`src/rtl/scan_mux_pkg.sv`:
```
// Shared encodings for the scan multiplexer: mode decode and sweep FSM states.
package scan_mux_pkg;

   typedef enum logic [1:0] {
      ModeDirect = 2'b00,
      ModeScan   = 2'b01,
      ModeHold   = 2'b10,
      ModeSweep  = 2'b11
   } mode_e;

   typedef enum logic [1:0] {
      StIdle = 2'b00,
      StRun  = 2'b01,
      StDone = 2'b10
   } state_e;

endpackage

```
`src/rtl/mux_n.sv`:
```
// Combinational N:1 channel selector; o_hit flags a select that names a real channel.
module mux_n #(
   parameter int unsigned WIDTH    = 1,
   parameter int unsigned CHANNELS = 8,
   localparam int unsigned SEL_W   = $clog2(CHANNELS)
) (
   input  logic [CHANNELS*WIDTH-1:0] i_data,
   input  logic [SEL_W-1:0]          i_sel,
   output logic [WIDTH-1:0]          o_data,
   output logic                      o_hit
);

   // Out-of-range selects fall through to zero data with o_hit low.
   always_comb begin
      o_data = '0;
      o_hit  = 1'b0;
      for (int unsigned n = 0; n < CHANNELS; n++) begin
         if (i_sel == SEL_W'(n)) begin
            o_data = i_data[n*WIDTH +: WIDTH];
            o_hit  = 1'b1;
         end
      end
   end

endmodule

```
`src/rtl/scan_mux.sv`:
```
// Registered channel multiplexer with direct, free-running scan, hold and one-shot sweep modes.
module scan_mux #(
   parameter int unsigned WIDTH    = 1,
   parameter int unsigned CHANNELS = 8,
   localparam int unsigned SEL_W   = $clog2(CHANNELS)
) (
   input  logic                      CP,
   input  logic                      MR,
   input  logic                      _E,
   input  logic [1:0]                MODE,
   input  logic [SEL_W-1:0]          S,
   input  logic [CHANNELS*WIDTH-1:0] I,
   input  logic                      START,
   output logic [WIDTH-1:0]          Y,
   output logic [WIDTH-1:0]          _Y,
   output logic [SEL_W-1:0]          CH,
   output logic                      VALID,
   output logic                      DONE
);
   import scan_mux_pkg::*;

   localparam logic [SEL_W-1:0] LAST_CH = SEL_W'(CHANNELS - 1);

   state_e           r_state, w_state_nxt;
   logic [WIDTH-1:0] r_y, r_y_n, w_y_nxt;
   logic [SEL_W-1:0] r_ch, w_ch_nxt;
   logic [SEL_W-1:0] r_cnt, w_cnt_nxt;
   logic [SEL_W-1:0] r_idx, w_idx_nxt;
   logic             r_valid, w_valid_nxt;
   logic             r_done, w_done_nxt;
   logic [SEL_W-1:0] w_sel;
   logic [WIDTH-1:0] w_mux_data;
   logic             w_hit;
   mode_e            w_mode;

   assign w_mode = mode_e'(MODE);

   always_comb begin
      case (w_mode)
         ModeDirect: w_sel = S;
         ModeScan:   w_sel = r_cnt;
         default:    w_sel = r_idx;
      endcase
   end

   mux_n #(
      .WIDTH    (WIDTH),
      .CHANNELS (CHANNELS)
   ) u_mux (
      .i_data (I),
      .i_sel  (w_sel),
      .o_data (w_mux_data),
      .o_hit  (w_hit)
   );

   always_comb begin
      w_state_nxt = r_state;
      w_y_nxt     = r_y;
      w_ch_nxt    = r_ch;
      w_cnt_nxt   = r_cnt;
      w_idx_nxt   = r_idx;
      w_valid_nxt = 1'b0;
      w_done_nxt  = 1'b0;
      if (_E) begin
         // Disabled: blank the output but keep counters and sweep position intact.
         w_y_nxt = '0;
      end else begin
         case (w_mode)
            ModeDirect: begin
               w_state_nxt = StIdle;
               w_y_nxt     = w_mux_data;
               w_ch_nxt    = S;
               w_valid_nxt = w_hit;
            end
            ModeScan: begin
               w_state_nxt = StIdle;
               w_y_nxt     = w_mux_data;
               w_ch_nxt    = r_cnt;
               w_valid_nxt = 1'b1;
               w_cnt_nxt   = (r_cnt == LAST_CH) ? '0 : r_cnt + 1'b1;
            end
            ModeHold: begin
               w_state_nxt = StIdle;
            end
            default: begin
               unique case (r_state)
                  StIdle: begin
                     if (START) begin
                        w_state_nxt = StRun;
                        w_idx_nxt   = '0;
                     end
                  end
                  StRun: begin
                     w_y_nxt     = w_mux_data;
                     w_ch_nxt    = r_idx;
                     w_valid_nxt = 1'b1;
                     if (r_idx == LAST_CH) begin
                        w_state_nxt = StDone;
                        w_done_nxt  = 1'b1;
                        w_idx_nxt   = '0;
                     end else begin
                        w_idx_nxt = r_idx + 1'b1;
                     end
                  end
                  StDone: begin
                     w_state_nxt = StIdle;
                  end
                  default: begin
                     w_state_nxt = StIdle;
                  end
               endcase
            end
         endcase
      end
   end

   always_ff @(posedge CP or posedge MR) begin
      if (MR) begin
         r_state <= StIdle;
      end else begin
         r_state <= w_state_nxt;
      end
   end

   always_ff @(posedge CP or posedge MR) begin
      if (MR) begin
         r_y     <= '0;
         r_y_n   <= '1;
         r_ch    <= '0;
         r_cnt   <= '0;
         r_idx   <= '0;
         r_valid <= 1'b0;
         r_done  <= 1'b0;
      end else begin
         r_y     <= w_y_nxt;
         r_y_n   <= ~w_y_nxt;
         r_ch    <= w_ch_nxt;
         r_cnt   <= w_cnt_nxt;
         r_idx   <= w_idx_nxt;
         r_valid <= w_valid_nxt;
         r_done  <= w_done_nxt;
      end
   end

   assign Y     = r_y;
   assign _Y    = r_y_n;
   assign CH    = r_ch;
   assign VALID = r_valid;
   assign DONE  = r_done;

endmodule

```
`config.mk`:
```
export PLATFORM = sky130hd
export DESIGN_NAME = scan_mux
export DESIGN_NICKNAME = d
export VERILOG_FILES = /design/src/rtl/scan_mux_pkg.sv /design/src/rtl/mux_n.sv /design/src/rtl/scan_mux.sv
export SDC_FILE = /design/constraint.sdc
export NUM_CORES = 1
export LEC_CHECK = 0
export BUFFER_PORTS_ARGS = -buffer_cell sky130_fd_sc_hd__buf_4
export CAP_MARGIN = 20
export CORE_ASPECT_RATIO = 1.1
export CORE_MARGIN = 4
export CORE_UTILIZATION = 46
export DETAILED_ROUTE_END_ITERATION = 6
export GPL_TIMING_DRIVEN = 0
export HOLD_SLACK_MARGIN = 0.1
export PLACE_DENSITY = 0.71
export SLEW_MARGIN = 20
export SYNTH_ARGS = -nofsm -noshare
export SYNTH_HDL_FRONTEND = slang
export SYNTH_HIERARCHICAL = 1
export SYNTH_SLANG_ARGS = --single-unit
```
`constraint.sdc`:
```
create_clock -name CP -period 2.2 [get_ports CP]
set_input_delay 0.44 -clock CP [delete_from_list [all_inputs] [get_ports CP]]
set_output_delay 0.44 -clock CP [all_outputs]
set_load 0.005 [all_outputs]
```
==> out/metrics.sh, run 1 <==
POST_SYNTH.CELL_AREA_AVG_UM2=12.4
TRACK_USAGE=0.140
IOS=24
PORT_BUFFERS=21
CTS_MAX_PATH_BUFFERS=2
SYNTH_CELLS=73
ROUTED_WIRE_LENGTH_PER_INSTANCE_UM=14.0
POWER_FRAC_CLOCK=0.194
SYNTHDOMINANTCELLAREASHARE=0.387
FLOORPLAN.CORE_AREA_UM2=1820
WORSTREG2REGEND='Y'
IR_DROP_uV=529
POST-DP-HPWL_UM=1350
WIRE_LENGTH_OF_THE_FIRST_GLOBAL_ROUTING_PASS_UM=2760
YOSYS_WARNINGS=6
ASYNC_RESET_FF_FRAC=1.00
FIN_TOTAL_PWR_mW=0.827
SYNTH_TOP_FLOP_CELL='sky130_fd_sc_hd__dfrtp_1'
DIE_X_UM=50.3
CTSROOTBUFFERMASTER='sky130_fd_sc_hd__clkbuf_4'
CLOCK_H_TREE_LEVELS=1
MAXCAPVIOLCOUNT=0
R2R_START='r_cnt[1]'
POST_CTS_RESIZED=0
P_COMB_FRAC=0.340
SYNTHDISTINCTLIBCELLS=31
CRIT_PATH_START_KIND='flop'
CTS_TREE='done'
SYNTH_AREA_LEADERS='sky130_fd_sc_hd__dfrtp_1, sky130_fd_sc_hd__mux2_2, sky130_fd_sc_hd__mux2_4'
VIAS_IN_THE_FIRST_GLOBAL_ROUTE=647
CRITICAL_PATH.MAX_FANOUT=3
NETLIST.TOP_CELL.BY_AREA='sky130_fd_sc_hd__dfrtp_1'
SYNTH_ENABLE_FLOP_CELLS=0
FRACTION_OF_LAYOUT_CELLS_WITH_A_SIZE_SUFFIX_ABOVE_1=0.500
FINCLKSKEW_NS=0.00534
FINAL_ANTENNA_NET_COUNT=0
CLOCK.FMAX_MHz=487
SYNTH_AREA_UM2=905
POST-ROUTE-PERIOD-UTIL=0.933
HEADROOM_TO_THE_MAX_SLEW_LIMIT=0.598
MULTI_INPUT_AREA_UM2=487
DIE_AREA_UM2=2740
P_SW_mW=0.241
YS_SEQ_AREA_FRAC=0.416
HOLD_VIOL=0
DRT_WL_TOTAL_UM=1750
FINAL.SETUP.WORST_SLACK_NS=0.148
REQUIRED_NS=2.37
REGTOREGSETUPSLACK_NS=0.15
SYNTHMOSTINSTANTIATEDCELL='sky130_fd_sc_hd__dfrtp_1'
ANTENNA_VIOLATIONS_BEFORE_REPAIR=0
FILLER_CELL_COUNT=148
SETUP_TNS_NS=0
CRIT_TYPE='reg -> reg'
TOTAL_LEAKAGE_POWER_nW=0.569
FF_LATCH_AREA_UM2=377
FINAL-MAX-SLEW-VIOLATION-COUNT=0
CTS_HOLD_BUF=0
RSZ0062_AT_GRT='no'
GRT_OVERFLOW_TOTAL=0
POWER.DENSITY_nW_PER_UM2=734
DESIGN.FINAL.NETS=120
FLOORPLAN_DIE_HEIGHT_UM=54.5
FINALWORSTPATHREQUIREDPERIOD_NS=2.05
CTS_SINKS=15
SWITCHING_SHARE=0.292
DRT_FIRST_ITER_VIOLATIONS=12
SYNTHESIZED_NET_COUNT=94
DETAILROUTE.VIA_COUNT=623
POSTCTSSETUPREPAIRBUFS=0
FIN_WORST_HOLD_SLACK_NS=0.217
GRT_START_MAX_NET_PINS=16
INSERTEDDIODECOUNT=0
TIMING.CRITICAL_PATH.ARRIVAL_NS=2.22
POWER_REPORT.INTERNAL_TOTAL_mW=0.586
PLACE.GP.CONGESTION=0.782
PLACE_WORST_SETUP_SLACK_NS=-0.0972
DRT_PRE_ANTENNA_ITERS=4
WORST-SLEW-PIN-TRANSITION_NS=0.602
INITIAL_UTILIZATION=0.497
FLOORPLAN.ROWS=16
SEQ_POWER_SHARE=0.466
AREA_GROWTH_SYN_TO_LAYOUT_PCT=24.6
KIND_OF_END_POINT_OF_THE_CRITICAL_PATH='flop'
HOLD_PATH.CLASS='in -> async'
SYNTH-SEQ-CELLS=15
CLKLATENCYLATEPIN_NS=0.28
OUTCOME='finished clean'
R2R.WORST_PATH.CELLS=7
FINALSETUPVIOLCOUNT=0
SYNTH_TOP_CELLS_BY_COUNT='sky130_fd_sc_hd__dfrtp_1, sky130_fd_sc_hd__mux2_2, sky130_fd_sc_hd__nor2_1'
TRITONCTS.NUM_BUFFERS=3
ROUTE.DETAILED.VIAS_PER_INST=4.98
CLK_PIN_SLEW_WORST_PATHS_NS=0.10
DRC_ERRORS=0
-- power by group through the flow --
| stage | Combinational (mW) | Sequential (mW) | Clock (mW) |
|---|---|---|---|
| after floorplan | 0.196 | 0.383 | 0 |
| after global placement | 0.277 | 0.390 | 0 |
| after detailed placement | 0.285 | 0.392 | 0 |
| after CTS | 0.286 | 0.387 | 0.169 |
| after global routing | 0.309 | 0.398 | 0.185 |
| final | 0.281 | 0.386 | 0.160 |
-- final cells by class --
class,count,share of cell area
Inverter,4,0.0133
Buffer,3,0.0266
Multi-Input combinational cell,51,0.432
Tap cell,27,0.0300
Sequential cell,15,0.334
Clock inverter,1,0.00444
Clock buffer,3,0.0200
Timing Repair Buffer,21,0.140
-- layer usage --
layer	GRT usage	up-vias	routed length, µm
met4	0.0829	0	13
met2	0.241	12	883
met5	0	-	0
li1	-	310	-
met1	0.163	299	784
met3	0.0300	2	73
-- cells in the final DEF (no fill, tap or decap), types with 3 or more instances in the layout --
cell	count
sky130_fd_sc_hd__inv_1	4
sky130_fd_sc_hd__mux2_4	4
sky130_fd_sc_hd__mux2i_1	3
sky130_fd_sc_hd__ha_1	4
sky130_fd_sc_hd__nor2_1	6
sky130_fd_sc_hd__mux2_2	6
sky130_fd_sc_hd__clkbuf_4	3
sky130_fd_sc_hd__nand2_1	3
sky130_fd_sc_hd__buf_4	22
sky130_fd_sc_hd__dfrtp_1	14
-- worst max-delay path by stage --
stage | slack [ns] | start | depth (start not counted) | to
6_report | 0.15 | r_cnt[1] | 7 | Y
3_3_place_gp | -0.07 | MODE[0] | 8 | Y
3_5_place_dp | -0.1 | MODE[0] | 8 | Y
4_1_cts | 0.12 | r_cnt[1] | 7 | Y
2_1_floorplan | 0.004 | MODE[0] | 8 | Y
5_1_grt | 0.06 | r_cnt[1] | 7 | Y
-- stage by stage --
step	area, µm²	util	std cells
finish	1130	0.619	125
global route	1130	0.619	125
CTS	1130	0.619	125
detailed placement	1100	0.604	121
global placement	1100	0.604	121
floorplan	908	-	73
-- registers in the layout, indices dropped and copies added, names as in the netlist --
name     cells
CH           3
DONE         1
VALID        1
Y            1
_Y           1
r_cnt        3
r_idx        3
r_state      2
-- critical path: stages (launching register included) --
cell	delay [ns]
sky130_fd_sc_hd__dfrtp_1	0.41
sky130_fd_sc_hd__mux2_4	0.27
sky130_fd_sc_hd__nor2_1	0.13
sky130_fd_sc_hd__a21oi_2	0.07
sky130_fd_sc_hd__mux4_2	0.42
sky130_fd_sc_hd__mux2_2	0.27
sky130_fd_sc_hd__nor2b_4	0.12
sky130_fd_sc_hd__mux2_2	0.25
-- kinds of logic (layout without fill, tap and decap cells) --
group,after synthesis,count (layout),share of synthesized area
flops,15,15,0.416
buf+inv,7,32,0.0498
mux,15,15,0.232
other cells,1,1,0.00415
fa+ha+maj,4,4,0.0553
compound gates,14,14,0.127
simple gates,17,17,0.115
Note: power is estimated with default switching activity, not from simulation.
==> run 2: changes to the inputs <==
--- a/config.mk
+++ b/config.mk
@@ -14,6 +14,7 @@
 export GPL_TIMING_DRIVEN = 0
 export HOLD_SLACK_MARGIN = 0.1
 export PLACE_DENSITY = 0.71
+export RECOVER_POWER = 100
 export SLEW_MARGIN = 20
 export SYNTH_ARGS = -nofsm -noshare
 export SYNTH_HDL_FRONTEND = slang
==> run 2 against run 1 <==
Effect of this change: sequential power about the same; global-route usage unchanged; clock power about the same; worst hold slack got worse by 0.014 ns; utilization decreased by 1.4 points; clock skew increased by 0.00059 ns; critical path depth unchanged; register-to-register slack got worse by 0.02 ns; clock-buffer cell count unchanged; critical endpoint unchanged.
==> out/metrics.sh, run 2 (synthesis gave the netlist of run 1 again) <==
IR_DROP_uV=526  # -0.56%
MULTI_INPUT_AREA_UM2=469  # -3.6%
POST_CTS_RESIZED=0  # unchanged
CRIT_PATH_START_KIND='flop'
FINALWORSTPATHREQUIREDPERIOD_NS=2.07  # +0.0161 ns
MAXCAPVIOLCOUNT=0  # unchanged
FINALSETUPVIOLCOUNT=0  # unchanged
CLOCK.FMAX_MHz=484  # -0.78%
WIRE_LENGTH_OF_THE_FIRST_GLOBAL_ROUTING_PASS_UM=2760  # unchanged
CTS_HOLD_BUF=0  # unchanged
FRACTION_OF_LAYOUT_CELLS_WITH_A_SIZE_SUFFIX_ABOVE_1=0.429  # -0.0714
DPL_CELL_AREA_UM2=1100  # unchanged
GRT_START_MAX_NET_PINS=16  # unchanged
P_SW_mW=0.242  # +0.36%
SEQ_POWER_SHARE=0.470  # +0.004
COMMONEST_CELLS_AFTER_ROUTING_FILL_AND_TAPS_ASIDE='sky130_fd_sc_hd__dfrtp_1, sky130_fd_sc_hd__buf_4, sky130_fd_sc_hd__clkbuf_4'
R2R.WORST_PATH.CELLS=7  # unchanged
FLOORPLAN.ROWS=16  # unchanged
VIAS_IN_THE_FIRST_GLOBAL_ROUTE=647  # unchanged
ROUTE.DETAILED.VIAS_PER_INST=5.00  # +0.32%
CRITICAL_PATH.MAX_FANOUT=3  # unchanged
P_COMB_FRAC=0.332  # -0.008
SETUP_TNS_NS=0  # unchanged
LAYOUT.CELL_AREA.NON_FILLER_UM2=1100  # -2.2%
CTS_MAX_PATH_BUFFERS=2  # unchanged
TIMING.CRITICAL_PATH.ARRIVAL_NS=2.25  # +0.03 ns
DRC_ERRORS=0  # unchanged
CLKLATENCYLATEPIN_NS=0.29  # about the same
CLK_PIN_SLEW_WORST_PATHS_NS=0.10  # about the same
HOLD_PATH.CLASS='in -> async'
TRITONCTS.NUM_BUFFERS=3  # unchanged
DIE_AREA_UM2=2740  # unchanged
OUTCOME='finished clean'
DETAILROUTE.VIA_COUNT=625  # +0.32%
POSTCTSSETUPREPAIRBUFS=0  # unchanged
DRT_PRE_ANTENNA_ITERS=4  # unchanged
CTS_SINKS=15  # unchanged
FF_LATCH_AREA_UM2=377  # unchanged
DESIGN.FINAL.NETS=120  # unchanged
POWER_FRAC_CLOCK=0.198  # +0.004
PORT_BUFFERS=21  # unchanged
SWITCHING_SHARE=0.296  # +0.00408
INSERTEDDIODECOUNT=0  # unchanged
FILLER_CELL_COUNT=154  # +4.1%
FINAL_ANTENNA_NET_COUNT=0  # unchanged
HOLD_VIOL=0  # unchanged
KIND_OF_END_POINT_OF_THE_CRITICAL_PATH='flop'
WORST-SLEW-PIN-TRANSITION_NS=0.585  # -0.0168 ns
RSZ0062_AT_GRT='no'
TOTAL_LEAKAGE_POWER_nW=0.558  # -2.0%
FLOORPLAN.CORE_AREA_UM2=1820  # unchanged
CTS_TREE='done'
CTSROOTBUFFERMASTER='sky130_fd_sc_hd__clkbuf_4'
AREA_GROWTH_SYN_TO_LAYOUT_PCT=21.9
CRIT_TYPE='reg -> reg'
DIE_X_UM=50.3  # unchanged
POWER_REPORT.INTERNAL_TOTAL_mW=0.577  # -1.6%
TRACK_USAGE=0.140  # unchanged
POWER.DENSITY_nW_PER_UM2=743  # +1.2%
FINAL-MAX-SLEW-VIOLATION-COUNT=0  # unchanged
CLOCK_H_TREE_LEVELS=1  # unchanged
IOS=24  # unchanged
POST-ROUTE-PERIOD-UTIL=0.940  # +0.00732
DRT_FIRST_ITER_VIOLATIONS=10  # -2
INITIAL_UTILIZATION=0.497  # unchanged
FLOORPLAN_DIE_HEIGHT_UM=54.5  # unchanged
ROUTED_WIRE_LENGTH_PER_INSTANCE_UM=13.9  # -0.80%
PLACE.GP.CONGESTION=0.782  # unchanged
HEADROOM_TO_THE_MAX_SLEW_LIMIT=0.609  # +0.0112
REQUIRED_NS=2.38  # about the same
DRT_WL_TOTAL_UM=1740  # -0.80%
GRT_OVERFLOW_TOTAL=0  # unchanged
LAYOUT.CELLS.MOST_COMMON='sky130_fd_sc_hd__dfrtp_1'
FINCLKSKEW_NS=0.00593  # +0.000592 ns
ANTENNA_VIOLATIONS_BEFORE_REPAIR=0  # unchanged
POST-DP-HPWL_UM=1350  # unchanged
[run 2: path summary, 6_finish.rpt]
path / startpoint / end / slack, ns
max: r_cnt[1] / Y / 0.13
min: MR / r_cnt[2] / 0.20
max reg2reg: r_cnt[1] / Y / 0.13
min reg2reg: CH[0] / CH[0] / 0.49
max in group asynchronous: MR / r_idx[2] / 1.61
min in group CP: START / r_state[0] / 0.40
[run 2: routing by layer]
layer | GRT usage | routed length (µm) | vias up
met4 | 0.0829 | 40 | 0
met5 | 0 | 0 | -
li1 | - | - | 312
met3 | 0.0300 | 64 | 5
met1 | 0.163 | 769 | 295
met2 | 0.241 | 865 | 13
[run 2: cell type report]
type,instances,area share
plain buffers,3,0.0272
multi-input cells,51,0.426
clock buffers,3,0.0204
inverters,4,0.0136
well taps,27,0.0306
flip-flops and latches,15,0.342
repair buffers,21,0.136
clock inverters,1,0.00454
[run 2: power groups by stage]
stage                     registers, mW  logic [mW]  clock network [mW]
after floorplan                   0.383       0.196                   0
after global placement            0.390       0.277                   0
after detailed placement          0.392       0.285                   0
after CTS                         0.387       0.286               0.169
after global routing              0.396       0.299               0.185
final                             0.385       0.272               0.162
[run 2: critical path, cell delays in order (launching register included)]
cell and delay, ns:
sky130_fd_sc_hd__dfrtp_1 0.40, sky130_fd_sc_hd__mux2_4 0.27, sky130_fd_sc_hd__nor2_1 0.12, sky130_fd_sc_hd__a21oi_2 0.07, sky130_fd_sc_hd__mux4_2 0.43, sky130_fd_sc_hd__mux2_2 0.27
sky130_fd_sc_hd__nor2b_4 0.12, sky130_fd_sc_hd__mux2_2 0.26
[run 2: through the flow]
stage,cells,power (mW),utilization,hold slack [ns],setup WS [ns]
floorplan,73,0.579,-,0.341,0.00402
global placement,121,0.667,0.604,0.468,-0.0725
detailed placement,121,0.677,0.604,0.476,-0.0972
CTS,125,0.841,0.619,0.217,0.123
global route,125,0.880,0.605,0.232,0.0473
finish,125,0.819,0.605,0.203,0.132
==> run 3: changes to the inputs <==
--- a/config.mk
+++ b/config.mk
@@ -8,7 +8,7 @@
 export BUFFER_PORTS_ARGS = -buffer_cell sky130_fd_sc_hd__buf_4
 export CAP_MARGIN = 20
 export CORE_ASPECT_RATIO = 1.1
-export CORE_MARGIN = 4
+export CORE_MARGIN = 2
 export CORE_UTILIZATION = 46
 export DETAILED_ROUTE_END_ITERATION = 6
 export GPL_TIMING_DRIVEN = 0
==> constraint.sdc (replaced) <==
create_clock -name CP -period 2 [get_ports CP]
set_input_delay 0.4 -clock CP [delete_from_list [all_inputs] [get_ports CP]]
set_output_delay 0.4 -clock CP [all_outputs]
set_load 0.005 [all_outputs]
==> run 3 against run 2 <==
Effect of this change: the run now ends with negative setup slack left; non-clock buffer count increased by 3; first-iteration DRC count increased by 130%; fmax increased by 1.9%; flip-flop and latch count unchanged; combinational power increased by 38%; critical path depth unchanged; clock-buffer cell count unchanged; final cell count increased by 2.4%.
==> out/metrics.sh, run 3 (synthesis gave the netlist of run 1 again) <==
OUTCOME='finished with violations'
VIOLATIONS='negative setup slack'
CTS_HOLD_BUF=0  # unchanged
CLOCK.FMAX_MHz=493  # +1.9%
GRT_START_MAX_NET_PINS=16  # unchanged
CTS_TREE='done'
WIRE_LENGTH_OF_THE_FIRST_GLOBAL_ROUTING_PASS_UM=3170  # +15%
KIND_OF_END_POINT_OF_THE_CRITICAL_PATH='flop'
AREA_GROWTH_SYN_TO_LAYOUT_PCT=29.6
RSZ0062_AT_GRT='yes'
MAXCAPVIOLCOUNT=0  # unchanged
R2R_START='r_cnt[1]'
DRC_ERRORS=0  # unchanged
IR_DROP_uV=586  # +11%
FINAL-MAX-SLEW-VIOLATION-COUNT=0  # unchanged
CRIT_START='r_cnt[1]'
FILLER_CELL_COUNT=150  # -2.6%
DRT_WL_TOTAL_UM=1840  # +5.7%
FLOORPLAN.ROWS=16  # unchanged
PLACE.GP.CONGESTION=0.805  # +3.0%
LAYOUT.CELLS.MOST_COMMON='sky130_fd_sc_hd__buf_4'
FLOORPLAN_DIE_HEIGHT_UM=50.5  # -7.3%
CLK_PIN_SLEW_WORST_PATHS_NS=0.10  # about the same
FINALWORSTPATHREQUIREDPERIOD_NS=2.03  # -0.0381 ns
CLKLATENCYLATEPIN_NS=0.29  # about the same
IOS=24  # unchanged
FLOORPLAN.CORE_AREA_UM2=1820  # unchanged
DETAILROUTE.VIA_COUNT=668  # +6.9%
SETUP_TNS_NS=-0.0299  # -0.0299 ns
CRITICAL_PATH.MAX_FANOUT=2  # -1
HOLD_PATH.CLASS='in -> async'
CRIT_TYPE='reg -> reg'
ROUTED_WIRE_LENGTH_PER_INSTANCE_UM=14.4  # +3.3%
DRT_FIRST_ITER_VIOLATIONS=23  # +13
FRACTION_OF_LAYOUT_CELLS_WITH_A_SIZE_SUFFIX_ABOVE_1=0.525  # +0.0962
DPL_CELL_AREA_UM2=1100  # unchanged
POST-DP-HPWL_UM=1290  # -4.0%
HEADROOM_TO_THE_MAX_SLEW_LIMIT=0.604  # -0.00591
REQUIRED_NS=2.18  # -0.20 ns
ROUTE.DETAILED.VIAS_PER_INST=5.22  # +4.4%
DRT_PRE_ANTENNA_ITERS=4  # unchanged
FINAL_ANTENNA_NET_COUNT=0  # unchanged
FINALSETUPVIOLCOUNT=1  # +1
DIE_AREA_UM2=2340  # -15%
DIE_X_UM=46.3  # -8.0%
POST-ROUTE-PERIOD-UTIL=1.01  # +0.0749
ANTENNA_VIOLATIONS_BEFORE_REPAIR=0  # unchanged
DESIGN.FINAL.NETS=123  # +2.5%
CTSROOTBUFFERMASTER='sky130_fd_sc_hd__clkbuf_4'
CLOCK_H_TREE_LEVELS=1  # unchanged
TRACK_USAGE=0.187  # +0.0464
TIMING.CRITICAL_PATH.ARRIVAL_NS=2.21  # -0.04 ns
LAYOUT.CELL_AREA.NON_FILLER_UM2=1170  # +6.4%
HOLD_VIOL=0  # unchanged
FINAL.SETUP.WORST_SLACK_NS=-0.0299  # -0.162 ns
INITIAL_UTILIZATION=0.497  # unchanged
TRITONCTS.NUM_BUFFERS=3  # unchanged
INSERTEDDIODECOUNT=0  # unchanged
GRT_OVERFLOW_TOTAL=0  # unchanged
CRIT_PATH_START_KIND='flop'
CTS_SINKS=15  # unchanged
CTS_MAX_PATH_BUFFERS=2  # unchanged
PORT_BUFFERS=21  # unchanged
COMMONEST_CELLS_AFTER_ROUTING_FILL_AND_TAPS_ASIDE='sky130_fd_sc_hd__buf_4, sky130_fd_sc_hd__dfrtp_1, sky130_fd_sc_hd__clkbuf_4'
TOTAL_LEAKAGE_POWER_nW=0.590  # +5.8%
FINCLKSKEW_NS=0.00158  # -0.00436 ns
WORST-SLEW-PIN-TRANSITION_NS=0.594  # +0.00886 ns
VIAS_IN_THE_FIRST_GLOBAL_ROUTE=724  # +12%
POWER.DENSITY_nW_PER_UM2=833  # +12%
==> run 3: cell types whose count changed in the layout (fill, tap and decap cells not counted), sizes merged <==
cell	delta
buf	+5
clkbuf	-2
==> run 3: per-stage QoR <==
step | util | total power, mW | hold WS (ns) | std cells | worst slack [ns]
detailed placement | 0.604 | 0.745 | 0.476 | 121 | -0.251
finish | 0.644 | 0.977 | 0.171 | 128 | -0.0299
CTS | 0.630 | 0.958 | 0.186 | 127 | -0.0411
global placement | 0.604 | 0.733 | 0.468 | 121 | -0.233
global route | 0.644 | 1.05 | 0.222 | 128 | -0.0748
floorplan | - | 0.637 | 0.301 | 73 | -0.156
==> run 3: worst paths after layout <==
kind / to / slack [ns] / cells after the start
max: Y / -0.03 / 7
min: r_cnt[2] / 0.17 / 2
max reg2reg: Y / -0.03 / 7
min reg2reg: CH[0] / 0.49 / 1
max in group asynchronous: r_idx[0] / 1.44 / 2
min in group CP: r_state[0] / 0.37 / 3
==> run 3: routing by layer <==
layer | global-route usage | up-vias | routed length [µm]
met5 | 0 | - | 0
met1 | 0.230 | 316 | 796
li1 | - | 320 | -
met3 | 0.0396 | 8 | 69
met2 | 0.315 | 24 | 940
met4 | 0.0571 | 0 | 34
==> run 3: cell type report <==
cell class / instances / area [µm²] / area share
clock inverters: 1 / 5.00 / 0.00427
flip-flops and latches: 15 / 377 / 0.321
plain buffers: 3 / 30.0 / 0.0256
well taps: 27 / 33.8 / 0.0288
repair buffers: 24 / 180 / 0.154
clock buffers: 3 / 22.5 / 0.0192
multi-input cells: 51 / 509 / 0.434
inverters: 4 / 15.0 / 0.0128
==> run 3: repair_timing <==
| action | in CTS | in global routing |
|---|---|---|
| buffers inserted | 2 | 1 |
| resized for setup | 2 | 3 |
| setup endpoints to repair | 1 | 1 |
==> run 3: report_power, final <==
part           internal, mW  switching, mW  total [mW]
Combinational         0.239          0.138       0.376
Clock                0.0743          0.105       0.179
Sequential            0.372         0.0488       0.421
Total                 0.685          0.292       0.977
==> run 3: critical path, cell delays in order, from the launching register on <==
cell                      delay, ns
sky130_fd_sc_hd__dfrtp_1       0.39
sky130_fd_sc_hd__mux2_4        0.28
sky130_fd_sc_hd__nor2_4        0.11
sky130_fd_sc_hd__a21oi_4       0.05
sky130_fd_sc_hd__mux4_2        0.44
sky130_fd_sc_hd__mux2_4        0.28
sky130_fd_sc_hd__nor2b_4       0.13
sky130_fd_sc_hd__mux2_4        0.26
